==> config.mk <==
export PLATFORM = sky130hd
export DESIGN_NAME = mem_calib_watchdog
export DESIGN_NICKNAME = d
export VERILOG_FILES = /design/src/rtl/mem_calib_watchdog.sv
export SDC_FILE = /design/constraint.sdc
export NUM_CORES = 1
export LEC_CHECK = 0
export ABC_CLOCK_PERIOD_IN_PS = 2220
export CAP_MARGIN = 30
export CORE_MARGIN = 8
export CORE_UTILIZATION = 30
export DETAILED_ROUTE_END_ITERATION = 8
export GPL_ROUTABILITY_DRIVEN = 0
export GPL_TIMING_DRIVEN = 0
export PLACE_DENSITY = 0.5
export RECOVER_POWER = 50
export SLEW_MARGIN = 5
export SYNTH_ARGS = -nofsm -noshare
export SYNTH_HDL_FRONTEND = slang
export SYNTH_SLANG_ARGS = --single-unit
==> constraint.sdc <==
create_clock -name clock -period 2.22 [get_ports clock]
set_input_delay 0.444 -clock clock [delete_from_list [all_inputs] [get_ports clock]]
set_output_delay 0.444 -clock clock [all_outputs]
set_load 0.05 [all_outputs]
==> src/rtl/mem_calib_watchdog.sv <==
// Memory calibration watchdog: pulses the memory reset, waits for a stable
// mem_ok, retries timed-out attempts and latches a failure after MAX_RETRY.
module mem_calib_watchdog #(
    parameter int unsigned RESET_CYCLES   = 64,
    parameter int unsigned TIMEOUT_CYCLES = 50000000,
    parameter int unsigned STABLE_CYCLES  = 16,
    parameter int unsigned MAX_RETRY      = 3
) (
    input  logic       clock,
    input  logic       aresetn,
    input  logic       mem_ok,
    input  logic       sw_reset,
    output logic       sys_reset,
    output logic       mem_ready,
    output logic       calib_failed,
    output logic [3:0] retry_count,
    output logic [7:0] loss_count,
    output logic [2:0] state
);

    localparam int unsigned AUX_MAX = (RESET_CYCLES > STABLE_CYCLES) ? RESET_CYCLES : STABLE_CYCLES;
    localparam int unsigned AUX_W   = $clog2(AUX_MAX);
    localparam int unsigned TMO_W   = $clog2(TIMEOUT_CYCLES);

    localparam logic [AUX_W-1:0] AUX_RST_LAST = AUX_W'(RESET_CYCLES - 1);
    localparam logic [AUX_W-1:0] AUX_STB_LAST = AUX_W'(STABLE_CYCLES - 1);
    localparam logic [TMO_W-1:0] TMO_LAST     = TMO_W'(TIMEOUT_CYCLES - 1);
    localparam logic [3:0]       RETRY_LIMIT  = 4'(MAX_RETRY);

    typedef enum logic [2:0] {
        ST_RESET_PULSE = 3'd0,
        ST_WAIT_CALIB  = 3'd1,
        ST_STABLE      = 3'd2,
        ST_READY       = 3'd3,
        ST_FAILED      = 3'd4
    } state_t;

    state_t           r_state;
    logic [2:0]       r_sync;
    logic [AUX_W-1:0] r_aux;
    logic [TMO_W-1:0] r_tmo;
    logic [3:0]       r_retry;
    logic [7:0]       r_loss;
    logic             r_sys_reset;
    logic             r_mem_ready;
    logic             r_calib_failed;

    state_t           w_state_nxt;
    logic [AUX_W-1:0] w_aux_nxt;
    logic [TMO_W-1:0] w_tmo_nxt;
    logic [3:0]       w_retry_nxt;
    logic [7:0]       w_loss_nxt;
    logic             w_mem_ok_s;
    logic             w_tmo_done;
    logic [TMO_W-1:0] w_tmo_inc;

    assign w_mem_ok_s = r_sync[2];
    assign w_tmo_done = (r_tmo == TMO_LAST);
    // Saturating: a timeout deferred by a competing transition fires on the
    // next eligible cycle instead of wrapping.
    assign w_tmo_inc  = w_tmo_done ? r_tmo : r_tmo + 1'b1;

    always_comb begin
        w_state_nxt = r_state;
        w_aux_nxt   = r_aux;
        w_tmo_nxt   = r_tmo;
        w_retry_nxt = r_retry;
        w_loss_nxt  = r_loss;
        if (sw_reset) begin
            w_state_nxt = ST_RESET_PULSE;
            w_aux_nxt   = '0;
            w_tmo_nxt   = '0;
            w_retry_nxt = '0;
        end else begin
            case (r_state)
                ST_RESET_PULSE: begin
                    if (r_aux == AUX_RST_LAST) begin
                        w_state_nxt = ST_WAIT_CALIB;
                        w_aux_nxt   = '0;
                        w_tmo_nxt   = '0;
                    end else begin
                        w_aux_nxt = r_aux + 1'b1;
                    end
                end
                ST_WAIT_CALIB: begin
                    w_tmo_nxt = w_tmo_inc;
                    if (w_mem_ok_s) begin
                        w_state_nxt = ST_STABLE;
                        w_aux_nxt   = '0;
                    end else if (w_tmo_done) begin
                        if (r_retry == RETRY_LIMIT) begin
                            w_state_nxt = ST_FAILED;
                        end else begin
                            w_state_nxt = ST_RESET_PULSE;
                            w_retry_nxt = r_retry + 4'd1;
                            w_aux_nxt   = '0;
                        end
                    end
                end
                ST_STABLE: begin
                    w_tmo_nxt = w_tmo_inc;
                    if (!w_mem_ok_s) begin
                        w_state_nxt = ST_WAIT_CALIB;
                    end else if (r_aux == AUX_STB_LAST) begin
                        w_state_nxt = ST_READY;
                    end else if (w_tmo_done) begin
                        w_aux_nxt = '0;
                        if (r_retry == RETRY_LIMIT) begin
                            w_state_nxt = ST_FAILED;
                        end else begin
                            w_state_nxt = ST_RESET_PULSE;
                            w_retry_nxt = r_retry + 4'd1;
                        end
                    end else begin
                        w_aux_nxt = r_aux + 1'b1;
                    end
                end
                ST_READY: begin
                    if (!w_mem_ok_s) begin
                        w_state_nxt = ST_RESET_PULSE;
                        w_aux_nxt   = '0;
                        w_retry_nxt = '0;
                        w_loss_nxt  = (r_loss == 8'hFF) ? r_loss : r_loss + 8'd1;
                    end
                end
                ST_FAILED: begin
                    w_state_nxt = ST_FAILED;
                end
                default: begin
                    w_state_nxt = ST_RESET_PULSE;
                    w_aux_nxt   = '0;
                    w_tmo_nxt   = '0;
                end
            endcase
        end
    end

    always_ff @(posedge clock or negedge aresetn) begin
        if (!aresetn) begin
            r_state        <= ST_RESET_PULSE;
            r_sync         <= '0;
            r_aux          <= '0;
            r_tmo          <= '0;
            r_retry        <= '0;
            r_loss         <= '0;
            r_sys_reset    <= 1'b1;
            r_mem_ready    <= 1'b0;
            r_calib_failed <= 1'b0;
        end else begin
            r_state        <= w_state_nxt;
            r_sync         <= {r_sync[1:0], mem_ok};
            r_aux          <= w_aux_nxt;
            r_tmo          <= w_tmo_nxt;
            r_retry        <= w_retry_nxt;
            r_loss         <= w_loss_nxt;
            r_sys_reset    <= (w_state_nxt == ST_RESET_PULSE) || (w_state_nxt == ST_FAILED);
            r_mem_ready    <= (w_state_nxt == ST_READY);
            r_calib_failed <= (w_state_nxt == ST_FAILED);
        end
    end

    assign sys_reset    = r_sys_reset;
    assign mem_ready    = r_mem_ready;
    assign calib_failed = r_calib_failed;
    assign retry_count  = r_retry;
    assign loss_count   = r_loss;
    assign state        = r_state;

endmodule
==> metrics.txt <==
status=complete, but fails checks; Final ANT Viol Nets=0; Slew Limit Headroom=0.0700; Layout area overhead=46.0%; Clock Skew=0.00759 ns; area leader, netlist=dfrtp_1; Startpoint Class=register; Worst Path Arrival=around 2.5 ns; DR vias=around 2900; Routed WL=9380 µm; vias in the first global route=a little under 3000; synth warn=0; wire per inst=about 18 µm; RR Startpoint=state[2]; layout net count=401; leakage power=1.64 nW; WP depth=7; PortBufs=20; Top FF cell, synth=dfrtp_1; Via density=5.49; IO Pins=22; Worst R2R Setup Slack=-0.07 ns; initial antenna violation count=0; H-tree depth=2; placed cells=approximately 490; Initial Util=0.304; row count=37; global route overflow=0; Worst Setup SP=state[2]; sequence of cells on the critical path=buf_8 -> and3b_2 -> or4_4 -> and2_4 -> buf_4 -> o31a_1 -> o21a_1; Crit Path Class=register to register; Hold Crit Class=register to register; CTS tree=built; required time worst endpoint=about 2.4 ns; Clk pin slew, worst setup/hold paths=about 0.11 ns; Max Slew Vio Count=0; IR Drop Worst-Case VDD=around 270 µV; violated checks=negative setup slack; max cap viols=0; PwrDens=between 300 and 400 nW/µm²; n_diodes=0; global-route wire length before repair=15000 µm; minimum clock period=around 2.3 ns; total core area=roughly 10000 µm²; Die Y=between 100 and 150 µm; Slowest-stage cell, CP=or4_4; share of the synthesized area in the top cell type=0.422; Critical Path End Type=register; # setup viols final=21; GRT Total Usage=0.129; Fmax achieved=roughly 440 MHz; synthesized area per cell=~9.4 µm²; number of flops mapped to enable cells by yosys=0; Netlist cell types=58; dpl hpwl=5910 µm; largest net degree at the start of global routing=31; crit path max fanout=10; Synth area leaders=dfrtp_1, o31ai_1, or4_1, nand2_1, a21oi_1; Post-Syn Instances=between 300 and 400; Util after Layout=0.445; Clock Tree Buf Depth=2; #FFs+latches synth=53; Period Utilization, post-route=1.03; Hold Vio Cnt, Final=0; Die X=about 120 µm; RSZ-0062 raised after global routing=yes; ratio of cells with drive above 1 in the final layout=0.383; register area share after synthesis=0.430; fin cells=530; r2r endpoint=r_tmo[24]; DRC Markers=0; clock sinks=between 50 and 60; worst setup slack after layout=-0.0727 ns; crit-path leading delay family=simple AND/OR/NAND/NOR gates; 1st-pass router iterations=4; hold_buf cts=0; Die Area=13800 µm²; root buf cell=clkbuf_8; end point of the critical path=r_tmo[24]; R2R cell count=7; number of CTS-inserted buffers=5; biggest cell delay along the critical path=approximately 0.57 ns; Post-Syn Nets=336; Slew @ Worst Pin=between 1 and 1.5 ns; Crit path buffers/inverters=2; Mapped Area=a little over 3000 µm²; initial drt markers=157; Clk Latency, worst-skew pair=a little over 0.3 ns; Async SR Flop Fraction=1.00
==> report_power, final <==
part	internal, W	total [W]	switching [W]
Clock	0.000239	0.000607	0.000367
Sequential	0.000972	0.000980	0.00000792
Combinational	0.0000435	0.000126	0.0000828
==> sequential cells by signal, summed over array words and instances (netlist names) <==
register	flops
mem_ready	1
r_aux	6
r_tmo	26
sys_reset	1
retry_count	4
calib_failed	1
r_sync	3
state	3
loss_count	8
==> Yosys cell counts, types with 2 or more instances <==
master and count:
a211o_1 3, a21o_1 2, a21oi_1 23, a22o_1 5, a31oi_1 2, and3_1 3
and3b_1 2, and4_1 2, buf_2 6, buf_4 2, buf_6 2, clkbuf_1 4
clkbuf_2 2, dfrtp_1 52, ha_1 4, inv_1 11, mux2i_1 6, nand2_1 34
nand2b_1 6, nand3_1 16, nand3_2 2, nand4_1 12, nor2_1 17, nor3_1 11
nor3b_1 2, nor4_1 9, o211ai_1 2, o21ai_0 4, o311ai_0 2, o31a_1 2
o31ai_1 20, o41ai_1 3, or2_2 2, or3_1 2, or4_1 18, or4b_1 3
or4b_2 3, xnor2_1 6, xor2_1 2
==> worst min path at each step <==
stage                   start            to  slack [ns]  cells past startpoint
floorplan             aresetn  calib_failed        0.15                      0
global placement    r_sync[0]     r_sync[1]        0.34                      0
detailed placement  r_sync[1]     r_sync[2]        0.34                      0
CTS                   aresetn     r_tmo[25]        0.15                      1
global route        r_sync[0]     r_sync[1]        0.38                      0
finish              r_sync[1]     r_sync[2]        0.37                      0
==> layer usage <==
metal / track usage / vias up / share of wire
li1: - / 1382 / -
met1: 0.175 / 1443 / 0.45
met2: 0.203 / 71 / 0.48
met3: 0.0240 / 12 / 0.050
met4: 0.0406 / 0 / 0.014
met5: 0 / - / 0
==> cells by family (layout without fill, tap and decap cells) <==
group / after synthesis / in the layout / share of synthesized area
AO/OA/AOI/OAI: 75 / 75 / 0.170
XOR/XNOR: 8 / 8 / 0.0227
multiplexers: 7 / 7 / 0.0231
adder cells (fa/ha/maj): 4 / 4 / 0.0162
buffers and inverters: 27 / 93 / 0.0434
flip-flops: 53 / 53 / 0.430
AND/OR/NAND/NOR: 154 / 154 / 0.294
==> layout by cell type (no fill, tap or decap), drive strengths merged, types with 2 or more instances in the layout <==
master and n:
or3 2, nand3 18, o31a 2, mux2i 6, xor2 2, o31ai 20, ha 4, a21oi 23
nor4 10, o311ai 2, and4 2, and3 3, a31oi 3, buf 50, and3b 2, nor3 11
nand2b 6, or4b 6, clkbuf 10, o21ai 4, or4 19, a211o 3, a21o 2, or2 2
and2 2, inv 14, nor2 18, o211ai 2, nor3b 3, clkdlybuf4s50 18, o41ai 3, a22o 5
nand2 34, nand4 12, xnor2 6, dfrtp 52
==> final cells by class <==
cell class,instances,area (µm²)
fillers,974,5630
multi-input cells,248,2140
well taps,136,170
inverters,11,41.3
flip-flops and latches,53,1340
clock inverters,3,28.8
clock buffers,5,68.8
repair buffers,61,564
plain buffers,13,155
==> through the flow <==
step                      power [W]  setup TNS, ns  hold slack, ns  setup slack, ns  cell area, µm²
after detailed placement    0.00110         -11.11           0.341           -0.458            3560
after global routing        0.00179          -3.32           0.376           -0.150            4510
after global placement      0.00109         -66.63           0.335            -1.29            3540
after floorplan             0.00105          -1.93           0.148           -0.151            3170
final                       0.00171         -0.715           0.366          -0.0727            4510
after CTS                   0.00173         -0.823           0.145          -0.0917            4030
==> timing repair <==
action	CTS	global route
pin swaps	26	29
setup buffers	16	23
gates resized for setup	55	67
gates cloned	1	1
setup endpoints to repair	38	36
Power figures use the tool's default switching activity.
